## config.mk

```make
export PLATFORM = sky130hd
export DESIGN_NAME = dude_renderer
export DESIGN_NICKNAME = d
export VERILOG_FILES = /design/src/rtl/dude_renderer.sv
export SDC_FILE = /design/constraint.sdc
export NUM_CORES = 1
export LEC_CHECK = 0
export BUFFER_PORTS_ARGS = -buffer_cell sky130_fd_sc_hd__buf_2
export CORE_MARGIN = 2
export CORE_UTILIZATION = 30
export DETAILED_ROUTE_END_ITERATION = 16
export GPL_TIMING_DRIVEN = 0
export REMOVE_ABC_BUFFERS = 1
export SETUP_SLACK_MARGIN = 0.1
export SYNTH_ARGS = -nofsm -noshare
export SYNTH_HDL_FRONTEND = slang
export SYNTH_SLANG_ARGS = --single-unit
```

## constraint.sdc

```tcl
create_clock -name clk -period 3 [get_ports clk]
set_input_delay 0.3 -clock clk [delete_from_list [all_inputs] [get_ports clk]]
set_output_delay 0.3 -clock clk [all_outputs]
set_load 0.005 [all_outputs]
```

## src/rtl/dude_renderer.sv

```systemverilog
// Drawing stage: erases the old sprite, then draws the new one, or clears the screen.
// Produces one registered pixel write per clock for the 160x120 frame-buffer adapter.
module dude_renderer #(
  parameter int unsigned SCREEN_W    = 160,
  parameter int unsigned SCREEN_H    = 120,
  parameter int unsigned DUDE_W      = 4,
  parameter int unsigned DUDE_H      = 4,
  parameter logic [2:0]  DUDE_COLOUR = 3'b111,
  parameter logic [2:0]  BG_COLOUR   = 3'b000
) (
  input  logic       clk,
  input  logic       reset,
  input  logic       frame_tick,
  input  logic       clear_req,
  input  logic [7:0] dude_x,
  input  logic [6:0] dude_y,
  output logic [7:0] vga_x,
  output logic [6:0] vga_y,
  output logic [2:0] vga_colour,
  output logic       vga_plot,
  output logic       busy,
  output logic       done,
  output logic       overrun
);

  typedef enum logic [1:0] {
    S_IDLE,
    S_CLEAR,
    S_ERASE,
    S_DRAW
  } state_t;

  localparam logic [8:0] SW    = 9'(SCREEN_W);
  localparam logic [7:0] SH    = 8'(SCREEN_H);
  localparam logic [7:0] SW_M1 = 8'(SCREEN_W - 1);
  localparam logic [6:0] SH_M1 = 7'(SCREEN_H - 1);
  localparam logic [7:0] DW_M1 = 8'(DUDE_W - 1);
  localparam logic [6:0] DH_M1 = 7'(DUDE_H - 1);

  state_t     state_q, state_d;
  logic [7:0] px_q, px_d;
  logic [6:0] py_q, py_d;
  logic [7:0] old_x_q, old_x_d;
  logic [6:0] old_y_q, old_y_d;
  logic [7:0] new_x_q, new_x_d;
  logic [6:0] new_y_q, new_y_d;
  logic       old_valid_q, old_valid_d;
  logic       pend_q, pend_d;
  logic       fin_q, fin_d;
  logic [7:0] x_q, x_d;
  logic [6:0] y_q, y_d;
  logic [2:0] col_q, col_d;
  logic       plot_q, plot_d;
  logic       busy_q, busy_d;
  logic       done_q, done_d;
  logic       ovr_q, ovr_d;

  logic [7:0] base_x;
  logic [6:0] base_y;
  logic [2:0] pix_col;
  logic       row_end;
  logic       col_end;
  logic [8:0] sum_x;
  logic [7:0] sum_y;

  always_comb begin
    base_x  = 8'd0;
    base_y  = 7'd0;
    pix_col = BG_COLOUR;
    row_end = (px_q == DW_M1);
    col_end = (py_q == DH_M1);
    unique case (state_q)
      S_ERASE: begin
        base_x = old_x_q;
        base_y = old_y_q;
      end
      S_DRAW: begin
        base_x  = new_x_q;
        base_y  = new_y_q;
        pix_col = DUDE_COLOUR;
      end
      S_CLEAR: begin
        row_end = (px_q == SW_M1);
        col_end = (py_q == SH_M1);
      end
      default: ;
    endcase
    // Widened sums so off-screen pixels are masked, never wrapped
    sum_x = {1'b0, base_x} + {1'b0, px_q};
    sum_y = {1'b0, base_y} + {1'b0, py_q};
  end

  always_comb begin
    state_d     = state_q;
    px_d        = px_q;
    py_d        = py_q;
    old_x_d     = old_x_q;
    old_y_d     = old_y_q;
    new_x_d     = new_x_q;
    new_y_d     = new_y_q;
    old_valid_d = old_valid_q;
    pend_d      = pend_q;
    fin_d       = 1'b0;
    x_d         = x_q;
    y_d         = y_q;
    col_d       = col_q;
    plot_d      = 1'b0;
    done_d      = fin_q;
    ovr_d       = ovr_q;
    if (state_q == S_IDLE) begin
      if (clear_req || pend_q) begin
        state_d = S_CLEAR;
        pend_d  = 1'b0;
        if (frame_tick) ovr_d = 1'b1;
      end else if (frame_tick) begin
        new_x_d = dude_x;
        new_y_d = dude_y;
        state_d = old_valid_q ? S_ERASE : S_DRAW;
      end
    end else begin
      x_d    = sum_x[7:0];
      y_d    = sum_y[6:0];
      col_d  = pix_col;
      plot_d = (sum_x < SW) && (sum_y < SH);
      if (frame_tick) ovr_d  = 1'b1;
      if (clear_req)  pend_d = 1'b1;
      if (!row_end) begin
        px_d = px_q + 8'd1;
      end else begin
        px_d = 8'd0;
        py_d = col_end ? 7'd0 : py_q + 7'd1;
      end
      if (row_end && col_end) begin
        unique case (state_q)
          S_ERASE: state_d = S_DRAW;
          S_DRAW: begin
            state_d     = S_IDLE;
            old_x_d     = new_x_q;
            old_y_d     = new_y_q;
            old_valid_d = 1'b1;
            fin_d       = 1'b1;
          end
          default: begin
            state_d     = S_IDLE;
            old_valid_d = 1'b0;
            fin_d       = 1'b1;
          end
        endcase
      end
    end
    busy_d = (state_d != S_IDLE);
  end

  always_ff @(posedge clk) begin
    if (reset) begin
      state_q     <= S_IDLE;
      px_q        <= '0;
      py_q        <= '0;
      old_x_q     <= '0;
      old_y_q     <= '0;
      new_x_q     <= '0;
      new_y_q     <= '0;
      old_valid_q <= 1'b0;
      pend_q      <= 1'b0;
      fin_q       <= 1'b0;
      x_q         <= '0;
      y_q         <= '0;
      col_q       <= '0;
      plot_q      <= 1'b0;
      busy_q      <= 1'b0;
      done_q      <= 1'b0;
      ovr_q       <= 1'b0;
    end else begin
      state_q     <= state_d;
      px_q        <= px_d;
      py_q        <= py_d;
      old_x_q     <= old_x_d;
      old_y_q     <= old_y_d;
      new_x_q     <= new_x_d;
      new_y_q     <= new_y_d;
      old_valid_q <= old_valid_d;
      pend_q      <= pend_d;
      fin_q       <= fin_d;
      x_q         <= x_d;
      y_q         <= y_d;
      col_q       <= col_d;
      plot_q      <= plot_d;
      busy_q      <= busy_d;
      done_q      <= done_d;
      ovr_q       <= ovr_d;
    end
  end

  assign vga_x      = x_q;
  assign vga_y      = y_q;
  assign vga_colour = col_q;
  assign vga_plot   = plot_q;
  assign busy       = busy_q;
  assign done       = done_q;
  assign overrun    = ovr_q;

endmodule

```

# Word-level counts from Yosys, hierarchy flattened
# Index checks and enable logic that the tools add are counted.
[totals]
inputBits = 19
elab_cells = 69
ff_bits = 72
[classes]
n_reduce_logical = 13
add_sub_neg = 4
n_mux = 21
n_bitwise = 4
n_eq_ne = 8
order_cmp = 2
[ops]
columns = ["op", "n"]
rows = [
  ["8-bit case mux with 2 select lines", 1],
  ["7-bit case mux with 2 select lines", 1],
  ["1-bit 2-to-1 mux", 10],
  ["2-bit 2-to-1 mux", 5],
  ["8-bit by 8-bit adder with 9-bit output", 1],
  ["9-bit by 8-bit less-than comparator with 1-bit output (second input constant)", 1],
  ["3-bit AND reduction", 3],
  ["7-bit by 7-bit adder with 8-bit output", 1],
  ["8-bit by 1-bit adder with 8-bit output (second input constant)", 1],
  ["8-bit by 2-bit == test with 1-bit output (second input constant)", 1],
  ["8-bit == test (second input constant)", 1],
  ["8-bit by 7-bit less-than comparator with 1-bit output (second input constant)", 1],
  ["8-bit 2-to-1 mux", 1],
  ["7-bit by 1-bit adder with 7-bit output (second input constant)", 1],
  ["7-bit by 2-bit == test with 1-bit output (second input constant)", 1],
  ["7-bit == test (second input constant)", 1],
  ["7-bit 2-to-1 mux", 1],
  ["2-bit == test (second input constant)", 2],
  ["1-bit inverter", 4],
  ["2-bit AND reduction", 2],
  ["2-bit nonzero test", 2],
  ["3-bit 2-to-1 mux", 1],
  ["3-bit OR reduction", 1],
  ["2-bit by 1-bit == test with 1-bit output (second input constant)", 1],
  ["6 further kinds", 7],
]

# Logic depth before layout (Yosys ltp)
[depth]
depth_word = 6
depth_mapped = 11
ltp_nobuf = 10

# Least setup slack after synthesis
# OpenSTA, ideal clock, no wires.
[synth_timing]
kind = "reg-to-reg"
startpoint = "register state_q[0]"
endpoint = "register plot_q, in the netlist vga_plot"
stages_incl_launch_ff = 11
required_time_ps = 2905
n_path_buf = 2
slack_ps = -62
period_less_slack_ps = 3062
t_arrival_ps = 2967
path_cell_list = "dfxtp_1 buf_1 clkbuf_1 mux2i_1 nor2_1 fa_1 a211oi_1 o21ai_0 a211oi_1 o21ai_0 a221oi_1"
[synth_via]
elab_chain_len = 5
[synth_lines]
columns = ["element", "line_no", "source"]
rows = [
  ["start: declaration", "40", "state_t state_q, state_d;"],
  ["start signal: assignment", "174", "state_q <= state_d;"],
  ["2-bit == test", "72", "unique case (state_q)"],
  ["8-bit case mux with 2 select lines or 7-bit case mux with 2 select lines (tied branches)", "72", ""],
  ["8-bit by 8-bit adder with 9-bit output or 7-bit by 7-bit adder with 8-bit output (tied branches)", "89, 90", ""],
  ["9-bit by 8-bit less-than comparator with 1-bit output or 8-bit by 7-bit less-than comparator with 1-bit output (tied branches)", "124", "plot_d = (sum_x < SW) && (sum_y < SH);"],
  ["1-bit logical AND", "124", ""],
  ["end signal: assignment", "187", "plot_q <= plot_d;"],
  ["end: declaration", "53", "logic plot_q, plot_d;"],
]
# Several ways; a longest one is shown, not always the timed one.
# A chain may end at the register's enable or synchronous reset.

# Worst setup path after layout
[layout_timing]
startpoint = "register state_q[1]"
endpoint = "register plot_q, in the netlist vga_plot"
# The elaborated chain is that of the path after synthesis.

==> summary.txt <==
Worst EP required: 3.23 ns
max_cap viols: 0
standby leakage power: 1.64 nW
setup repair after global routing missed its margin: true
gate count after technology mapping: 446
antenna diode count: 0
fraction of the cycle the final worst path needs: 0.892
total power density per cell area: 507 nW/µm²
kind of launch point of the worst setup path: flop
clock edge transition at the registers on the reported setup and hold paths: 0.06 ns
CTS HTree Levels: 3
overall power of the completed layout: 2.14 mW
count of pins over their slew limit: 0
number of filler instances in the final layout: 1263
kind of critical path: flop to flop
peak fanout along the critical path: 26
Non-Filler Instances: 622
Routed WL per cell: 13.9 µm
maximum number of buffers from clock root to sink: 2
setup slack of the most critical reg-to-reg path: 0.32 ns
worst-case hold slack: 0.205 ns
post-detail-place hpwl: 5770 µm
drt drc: 0
Core Util, Final: 0.355
total instance count after detailed placement: 602
post-layout instance area: 4230 µm²
maximum clock skew at final layout: 0.00722 ns
number of enable flip-flop cells after synthesis: 0
pin count of the biggest net entering global routing: 58
relative contribution of combinational cells to total power: 0.083
cell area after placement: 3900 µm²
first-pass GRT wire length: 14000 µm
kind of capture point of the worst setup path: flop
synthesized cell area: 3640 µm²
Peak VDD IR: 0.293 mV
routability cong.: 0.819
final hold viol count: 0
Area Growth Syn to Fin: 16.3%
global route total overflow: 0
vias in the first global route: 2936
share of the yosys chip area belonging to registers: 0.385
transition at the pin with the smallest max-transition slack: 1.06 ns
yosys synthesis warning count: 0
hold path depth: 3
Clock Latency Late Sink: 0.33 ns
FP Rows: 40
share of total power in the clock network: 0.456
first drt pass iteration count: 4
Synth Area in Adders: 0.0695
area occupied by registers: 1410 µm²
routed via count divided by cell count: 5.05
Tmin final: 2.68 ns
async set-or-reset flop fraction in the synthesized netlist: 0
share of power burned in registers: 0.461
number of endpoints failing setup at the final stage: 0
die width: 114 µm
core footprint: 11900 µm²
Root Driver: clkbuf_16
status: completed
largest family of logic cells by synthesized area: simple AND/OR/NAND/NOR gates
type of the most critical hold path: primary input to flop
average footprint of a synthesized cell: 8.15 µm²
Reg2Reg Depth: 10
Synth Area in XOR/XNOR: 0.0385
number of violations reported at the end of detailed-routing iteration 0: 160
initial standard-cell utilization of the core: 0.305
post-synthesis sequential element count: 70
Post-Synth Simple-Gate Area: 0.223
hold-fix buffers at CTS: 0
ratio of cells with drive above 1 in the final layout: 0.154
Power Internal: 1.62 mW
count of antenna-violating nets left after detailed routing: 0
antenna violations before repair: 0
die footprint: 13000 µm²
number of I/O pins: 41
predominant post-synthesis flop cell: dfxtp_1
port buffer count: 40
Global Route Usage Sum: 0.133
detailed-route wire length: 8630 µm
max_slew headroom: 0.295
distinct cell type count of the synthesized netlist: 47
via count: 3139
nets@finish: 509
area taken by multi-input logic gates: 2060 µm²
Fmax: 374 MHz
Worst EP arrival: 2.91 ns
TritonCTS clock tree: yes
post-synthesis compound-gate area fraction: 0.181
CTS Buf Count: 9
net switching component of the power: 525 µW
clock tree sinks: 70
proportion of synthesized area in mux cells: 0.0506
Vert. Die Dim: 114 µm
Switching Fraction: 0.245
path summary, 6_finish.rpt:
check | start | endpoint
setup / recovery | state_q[1]$_SDFF_PP0_ | vga_plot$_SDFF_PP0_
hold / removal | dude_x[5] | new_x_q[5]$_SDFFE_PP0P_
setup reg to reg | state_q[1]$_SDFF_PP0_ | vga_plot$_SDFF_PP0_
hold reg to reg | done_d$_SDFF_PP0_ | done$_SDFF_PP0_
layout by cell type (no fill, tap or decap), types with 2 or more instances in the layout:
| master | instances |
|---|---|
| o21ai_0 | 15 |
| and3_1 | 2 |
| nor2b_1 | 7 |
| clkbuf_8 | 2 |
| nand2b_1 | 4 |
| nand3_1 | 11 |
| nand4_1 | 24 |
| clkbuf_16 | 9 |
| nor3b_1 | 3 |
| buf_4 | 2 |
| dfxtp_4 | 2 |
| nand2_1 | 60 |
| fa_1 | 2 |
| a211oi_1 | 6 |
| or3_1 | 3 |
| o31ai_1 | 17 |
| o2111ai_1 | 2 |
| buf_2 | 40 |
| ha_1 | 17 |
| a221oi_1 | 2 |
| mux2i_1 | 15 |
| dfxtp_1 | 68 |
| a21o_1 | 2 |
| xnor2_1 | 7 |
| a21oi_1 | 53 |
| or2_2 | 3 |
| clkinvlp_4 | 3 |
| xor2_1 | 9 |
| nor3_1 | 6 |
| inv_1 | 11 |
| nor2_1 | 42 |
layer usage:
metal | routed length [µm] | track usage | vias up | share of wire
met5 | 0 | 0 | - | 0
met4 | 99 | 0.0374 | 0 | 0.011
met3 | 428 | 0.0365 | 9 | 0.050
met2 | 3960 | 0.216 | 52 | 0.46
met1 | 4140 | 0.175 | 1459 | 0.48
li1 | - | - | 1619 | -
repair_timing:
action                     4_1_cts  5_1_grt
setup buffers                    2        1
resized for setup                4        3
setup endpoints to repair       35       26
pin swaps                        0        1
cloned                           1        1
power groups by stage:
stage / Sequential, mW / Combinational, mW / Clock [mW]
floorplan: 1.00 / 0.0972 / 0
global placement: 1.01 / 0.160 / 0
detailed placement: 1.01 / 0.168 / 0
CTS: 0.993 / 0.171 / 0.995
global route: 0.992 / 0.200 / 1.03
finish: 0.989 / 0.178 / 0.978
worst max-delay path, stage by stage (launching register included):
cell and delay (ns):
dfxtp_4 0.45, clkinvlp_4 0.15, buf_4 0.14, nor2_1 0.06
ha_1 0.21, fa_1 0.44, a211oi_2 0.27, o21ai_0 0.14
a211oi_1 0.31, o21ai_0 0.14, a221oi_1 0.28
metrics by stage:
step                      worst slack [ns]  TNS (ns)
after floorplan                      0.101         0
after global placement              -0.619    -12.60
after detailed placement            -0.599     -3.88
after CTS                            0.122         0
after global routing                0.0851         0
final                                0.325         0
registers in the layout, summed over array words and instances, names as in the netlist, 2 cells and up:
| name | count |
|---|---|
| new_x_q | 8 |
| new_y_q | 7 |
| old_x_q | 8 |
| old_y_q | 7 |
| px_q | 8 |
| py_q | 7 |
| state_q | 2 |
| vga_x | 8 |
| vga_y | 7 |
area by class of cell:
type,instances,share of cell area
sequential,70,0.333
tap,147,0.0435
clock inverter,3,0.00474
clock buffer,12,0.0607
timing repair inverter,1,0.00118
inverter,12,0.0115
multi-input combinational,333,0.488
timing repair buffer,44,0.0571
cell families after synthesis:
group	count (synthesis)
AOI/OAI and AO/OA	108
xor gates and xnor gates	16
adders and majority gates	19
buffers and inverters	44
DFF	70
muxes	17
and+or+nand+nor	172
cell usage after synthesis (3+ instances only):
cell      count  share of area
xnor2_1       7          0.017
o31ai_1      17          0.035
inv_1        12          0.012
ha_1         17          0.058
dfxtp_1      70           0.39
nand2_1      60          0.062
or3_1         3         0.0052
nor3_1        6         0.0083
mux2i_1      15          0.041
nor3b_1       3         0.0062
a21oi_1      53          0.073
buf_4         4         0.0083
o21ai_0      15          0.021
clkbuf_1     22          0.023
nand3_1      11          0.015
xor2_1        9          0.022
buf_2         5         0.0069
nor2_1       43          0.044
nand2b_1      4         0.0069
a211oi_1      7          0.014
nor2b_1       7          0.012
or2_2         3         0.0052
nand4_1      23          0.040
No activity file was read; power rests on OpenSTA's default activity.
